--- src/rtl/sccomp_dbg_pkg.sv ---
// Shared types and defaults for the sccomp run/debug controller.
// The state encoding is fixed so a checker or probe can decode it.
package sccomp_dbg_pkg;

   localparam int RF_AW = 5;
   localparam int RF_DW = 32;

   localparam logic [31:0] DEF_HALT_PC    = 32'h0000_0048;
   localparam int          DEF_MAX_CYCLES = 1000;
   localparam int          DEF_NREG       = 32;

   typedef enum logic [2:0] {
      ST_IDLE    = 3'd0,
      ST_RST_CPU = 3'd1,
      ST_RUN     = 3'd2,
      ST_DUMP    = 3'd3,
      ST_DONE    = 3'd4
   } run_state_e;

endpackage

--- src/rtl/sccomp_run_ctrl.sv ---
// Run controller for sccomp: resets the CPU, steps it until the halt PC or a
// cycle budget is reached, then streams the register file out.
//
// Dump port handshake: a word transfers on a rising edge where dump_valid and
// dump_ready are both 1; while dump_ready is 0, dump_idx and dump_data hold.
module sccomp_run_ctrl
   import sccomp_dbg_pkg::*;
#(
   parameter logic [31:0] HALT_PC    = DEF_HALT_PC,
   parameter int          MAX_CYCLES = DEF_MAX_CYCLES,
   parameter int          NREG       = DEF_NREG,
   parameter int          CW         = 16
) (
   input  logic                 clk,
   input  logic                 rstn,
   input  logic                 start,
   input  logic                 abort,
   input  logic [31:0]          cpu_pc,
   output logic                 cpu_rstn,
   output logic                 cpu_en,
   output logic [RF_AW-1:0]     rf_raddr,
   input  logic [RF_DW-1:0]     rf_rdata,
   output logic                 dump_valid,
   input  logic                 dump_ready,
   output logic [RF_AW-1:0]     dump_idx,
   output logic [RF_DW-1:0]     dump_data,
   output logic                 busy,
   output logic                 done,
   output logic                 timeout,
   output logic [CW-1:0]        cycle_count
);

   localparam logic [CW-1:0]    MAX_CC   = CW'(MAX_CYCLES);
   localparam logic [RF_AW-1:0] LAST_IDX = RF_AW'(NREG - 1);

   run_state_e       state_q, state_d;
   logic             rst_cnt_q, rst_cnt_d;
   logic [CW-1:0]    cycle_count_q, cycle_count_d;
   logic             timeout_q, timeout_d;
   logic [RF_AW-1:0] dump_idx_q, dump_idx_d;

   logic at_halt;
   logic at_budget;
   logic run_en;

   assign at_halt   = (cpu_pc == HALT_PC);
   assign at_budget = (cycle_count_q == MAX_CC);
   // abort gates the step enable in the same cycle it is seen
   assign run_en    = (state_q == ST_RUN) && !at_halt && !at_budget && !abort;

   always_comb begin
      state_d       = state_q;
      rst_cnt_d     = rst_cnt_q;
      cycle_count_d = cycle_count_q;
      timeout_d     = timeout_q;
      dump_idx_d    = dump_idx_q;

      case (state_q)
         ST_IDLE, ST_DONE: begin
            if (abort) begin
               state_d = ST_IDLE;
            end else if (start) begin
               state_d       = ST_RST_CPU;
               rst_cnt_d     = 1'b0;
               cycle_count_d = '0;
               timeout_d     = 1'b0;
               dump_idx_d    = '0;
            end
         end
         ST_RST_CPU: begin
            if (abort) begin
               state_d = ST_IDLE;
            end else if (rst_cnt_q) begin
               state_d = ST_RUN;
            end else begin
               rst_cnt_d = 1'b1;
            end
         end
         ST_RUN: begin
            if (run_en) begin
               cycle_count_d = cycle_count_q + CW'(1);
            end
            // halt is checked before the budget so a halt on the last cycle is not a timeout
            if (abort) begin
               state_d = ST_IDLE;
            end else if (at_halt) begin
               state_d   = ST_DUMP;
               timeout_d = 1'b0;
            end else if (at_budget) begin
               state_d   = ST_DUMP;
               timeout_d = 1'b1;
            end
         end
         ST_DUMP: begin
            if (abort) begin
               state_d = ST_IDLE;
            end else if (dump_ready) begin
               if (dump_idx_q == LAST_IDX) begin
                  state_d = ST_DONE;
               end else begin
                  dump_idx_d = dump_idx_q + RF_AW'(1);
               end
            end
         end
         default: begin
            state_d = ST_IDLE;
         end
      endcase
   end

   always_ff @(posedge clk) begin
      if (!rstn) begin
         state_q       <= ST_IDLE;
         rst_cnt_q     <= 1'b0;
         cycle_count_q <= '0;
         timeout_q     <= 1'b0;
         dump_idx_q    <= '0;
      end else begin
         state_q       <= state_d;
         rst_cnt_q     <= rst_cnt_d;
         cycle_count_q <= cycle_count_d;
         timeout_q     <= timeout_d;
         dump_idx_q    <= dump_idx_d;
      end
   end

   assign cpu_rstn    = (state_q == ST_RUN) || (state_q == ST_DUMP) || (state_q == ST_DONE);
   assign cpu_en      = run_en;
   assign rf_raddr    = (state_q == ST_DUMP) ? dump_idx_q : '0;
   assign dump_valid  = (state_q == ST_DUMP);
   assign dump_idx    = dump_idx_q;
   // register 0 is architecturally zero regardless of what the RF port returns
   assign dump_data   = (dump_idx_q == '0) ? '0 : rf_rdata;
   assign busy        = (state_q == ST_RST_CPU) || (state_q == ST_RUN) || (state_q == ST_DUMP);
   assign done        = (state_q == ST_DONE);
   assign timeout     = timeout_q;
   assign cycle_count = cycle_count_q;

endmodule

--- config.mk ---
export PLATFORM = sky130hd
export DESIGN_NAME = sccomp_run_ctrl
export DESIGN_NICKNAME = d
export VERILOG_FILES = /design/src/rtl/sccomp_dbg_pkg.sv /design/src/rtl/sccomp_run_ctrl.sv
export SDC_FILE = /design/constraint.sdc
export NUM_CORES = 1
export LEC_CHECK = 0
export BUFFER_PORTS_ARGS = -buffer_cell sky130_fd_sc_hd__buf_2
export CELL_PAD_IN_SITES_DETAIL_PLACEMENT = 2
export CELL_PAD_IN_SITES_GLOBAL_PLACEMENT = 2
export CORE_UTILIZATION = 22
export CTS_BUF_LIST = sky130_fd_sc_hd__clkbuf_4 sky130_fd_sc_hd__clkbuf_8
export CTS_CLUSTER_DIAMETER = 40
export DETAILED_ROUTE_END_ITERATION = 10
export PLACE_DENSITY_LB_ADDON = 0.1
export SETUP_SLACK_MARGIN = 0.1
export SLEW_MARGIN = 20
export SYNTH_ARGS = -nofsm -noshare
export SYNTH_HDL_FRONTEND = slang
export SYNTH_SLANG_ARGS = --single-unit
export TNS_END_PERCENT = 5
--- constraint.sdc ---
create_clock -name clk -period 3.25 [get_ports clk]
set_clock_uncertainty 0.1 [all_clocks]
set_input_delay 0.4875 -clock clk [delete_from_list [all_inputs] [get_ports clk]]
set_output_delay 0.4875 -clock clk [all_outputs]
set_load 0.01 [all_outputs]
==> results.sh <==
export IMPL_area_growth_syn_to_layout_pct=46.0
export IMPL_drive_gt1_share_pct=41.4
export IMPL_h_tree_depth=1
export IMPL_layoutNonFillerInstCount=462
export IMPL_tightest_slew_ps=514
export IMPL_numCtsBuffers=3
export IMPL_avgSynthCellArea_um2=7.84
export IMPL_drv_slew=0
export IMPL_cts_sinks=26
export IMPL_power_density_nw_per_um2=246
export IMPL_worstPathCellList="or4b_4 -> nor4_4 -> buf_4 -> nor3_1 -> buf_2"
export IMPL_gp_congestion=0.688
export IMPL_routed_wl_mm=7.30
export IMPL_cts_root_buf="clkbuf_8"
export IMPL_synth_cell_types=42
export IMPL_start_kind="flop"
export IMPL_endpoint_kind="output port"
export IMPL_fin_total_pwr_uw=650
export IMPL_leakage_nw=1.21
export IMPL_num_rows=32
export IMPL_post_cts_setup_buffers=0
export IMPL_synth_top_family_by_area="simple AND/OR/NAND/NOR gates"
export IMPL_synth_compound_area_share_pct=12.9
export IMPL_ys_seq_area_share_pct=28.7
export IMPL_place_area_um2=2600
export IMPL_die_area_um2=8600
export IMPL_grt_total_usage_pct=17.3
export IMPL_maxCapViolCount=0
export IMPL_cts_hold_fix_buffers=0
export IMPL_post_route_period_util_pct=77.8
export IMPL_ys_warn_count=0
export IMPL_worstPathRequired_ps=2660
export IMPL_wl_met2_mm=4.05
export IMPL_fin_area_um2=2640
export IMPL_rsz0062_at_grt="no"
export IMPL_met3_length_um=262
export IMPL_synthMuxAreaShare_pct=3.87
export IMPL_max_stage_delay_ps=600
export IMPL_synth_cells=231
export IMPL_num_vias=2205
export IMPL_wl_met1_mm=2.96
export IMPL_yosys_area_share_adder_pct=3.46
export IMPL_timing_final_hold_violations=0
export IMPL_ys_seq_elements=26
export IMPL_fmax_mhz=395
export IMPL_via_per_inst=4.77
export IMPL_drc_errors=0
export IMPL_fin_nets=436
export IMPL_antenna_found_initial=0
export IMPL_setup_tns_ps=0
export IMPL_status="finished clean"
export IMPL_period_minus_slack_ps=2530
export IMPL_crit_type="reg -> out"
export IMPL_path_clk_slew_ps=90
export IMPL_final_util_pct=33.7
export IMPL_post_place_cells=459
export IMPL_slowest_stage="or4b_4"
export IMPL_drtPass1Iterations=4
export IMPL_die_h_um=92.7
export IMPL_start_util_pct=23.1
export IMPL_hold_class="in -> reg"
export IMPL_synthXorXnorAreaFrac_pct=1.94
export IMPL_pin_count=133
export IMPL_finalSetupViolCount=0
export IMPL_clockBufferDepth=2
export IMPL_cp_top_family="simple AND/OR/NAND/NOR gates"
export IMPL_grt_pass1_wl_mm=12.0
export IMPL_grt_pass1_vias=2388
export IMPL_peakVddDrop_uv=149
export IMPL_cts_tree="built"
export IMPL_syn_nets=305
export IMPL_clock_latency_ps=270
export IMPL_cp_arrival_ps=1940
export IMPL_core_area_um2=7850
export IMPL_overflow=0
export IMPL_slew_headroom_pct=65.4
export IMPL_diodes=0
export IMPL_ant_nets=0
export IMPL_worst_path_buf_inv=2
export IMPL_synth_edf_count=0
export IMPL_io_buffer_count=132
export IMPL_hpwlAfterDp_mm=5.92
export IMPL_top_layer_used="met4"
export IMPL_fillers=1000
export IMPL_dr_first_iter_drc_count=41
export IMPL_wire_per_inst_um=15.8
export IMPL_cp_max_fo=8
export IMPL_grt_start_max_net_pins=33
export IMPL_async_flop_share_pct=0
export IMPL_synthSimpleGateAreaFrac_pct=44.9
export IMPL_die_width_um=92.7
export IMPL_synth_cell_area_um2=1810
export IMPL_synthFlopType="dfxtp_1"
export IMPL_cts_resized=0
-- sequential cells by signal, summed over array words and instances, names as in the netlist --
signal and cells:
cycle_count 16, dump_idx 5, state_q 3, rst_cnt_q 1
timeout 1
-- area by class of cell --
type / count / area [um^2] / area share, %
inverter: 10 / 37.5 / 1.42
timing repair buffer: 136 / 691 / 26.1
tap: 102 / 128 / 4.83
multi-input combinational: 185 / 1220 / 46.4
clock buffer: 3 / 41.3 / 1.56
sequential: 26 / 520 / 19.7
-- report_power, final --
group / total [mW] / switching (mW) / internal [mW] / leakage (nW)
clock: 0.191 / 0.108 / 0.0833 / 0.0216
combinational: 0.134 / 0.0683 / 0.0653 / 0.978
sequential: 0.325 / 0.00458 / 0.321 / 0.210
total: 0.650 / 0.181 / 0.469 / 1.21
-- per-stage QoR --
step | hold slack, ps | setup slack (ps)
final | 396 | 722
after global routing | 405 | 615
after CTS | 398 | 696
after detailed placement | 412 | 827
after global placement | 385 | 872
after floorplan | 379 | 1100
-- per-layer routing --
metal | vias to the layer above | track usage, %
met3 | 2 | 2.71
met5 | - | 0
li1 | 1080 | -
met1 | 1078 | 20.1
met4 | 0 | 1.67
met2 | 45 | 33.9
-- cells by family after synthesis --
kind of cell	after synthesis
adder cells (fa/ha/maj)	5
flip-flops	26
multiplexers	7
AND/OR/NAND/NOR	130
AO/OA/AOI/OAI	39
buffers and inverters	20
XOR/XNOR	4
-- synthesized netlist by cell type, drive strengths merged (2+ instances only) --
cell,count,area share [%]
nand4b,2,0.97
a31oi,3,1.0
clkbuf,9,1.9
and2,6,2.1
mux2i,7,3.9
nand3b,2,0.83
a21oi,12,3.3
nor3,8,2.2
or3,5,1.7
o31ai,3,1.2
nand2b,9,3.1
nor2,13,2.7
and4,3,1.5
and3,4,1.4
nor4b,3,1.5
o21ai,12,3.3
o211ai,2,0.83
inv,10,2.1
xnor2,4,1.9
o41ai,2,0.97
nand2,11,2.3
nand3,9,2.5
nor4,11,5.8
nor2b,32,11
ha,5,3.5
or2,3,1.0
dfxtp,26,29
nand4,4,1.4
-- layout by cell type (no fill, tap or decap), types with 2 or more instances in the layout --
cell type  synthesis  layout
a31oi_1            3       3
mux2i_1            7       7
inv_1             10      10
nor3_1             8       8
nand2b_1           9       9
nand3b_1           2       2
nor4_1             8       8
nor2_1            13      13
nor4_4             2       2
and4_1             3       3
nand2_1           11      11
a21oi_1           12      12
or2_2              3       3
buf_2              1     132
o21ai_0           11      11
nor2b_1           32      32
nand3_1            9       9
clkbuf_8           0       3
xnor2_1            4       4
or3_1              5       5
dfxtp_1           26      26
ha_1               5       5
nor4b_1            3       2
and2_1             6       6
and3_1             4       4
o41ai_1            2       2
o211ai_1           2       2
nand4_1            4       4
o31ai_1            3       2
buf_4              0       4
nand4b_1           2       2
-- final timing paths --
kind                    from         endpoint  slack, ps  depth (start not counted)
max          cycle_count[10]           cpu_en        720                          5
min                     rstn          timeout        400                          2
max reg2reg   cycle_count[1]  cycle_count[14]       1080                          6
min reg2reg   cycle_count[9]   cycle_count[9]        420                          2
Power figures use the tool's default switching activity.
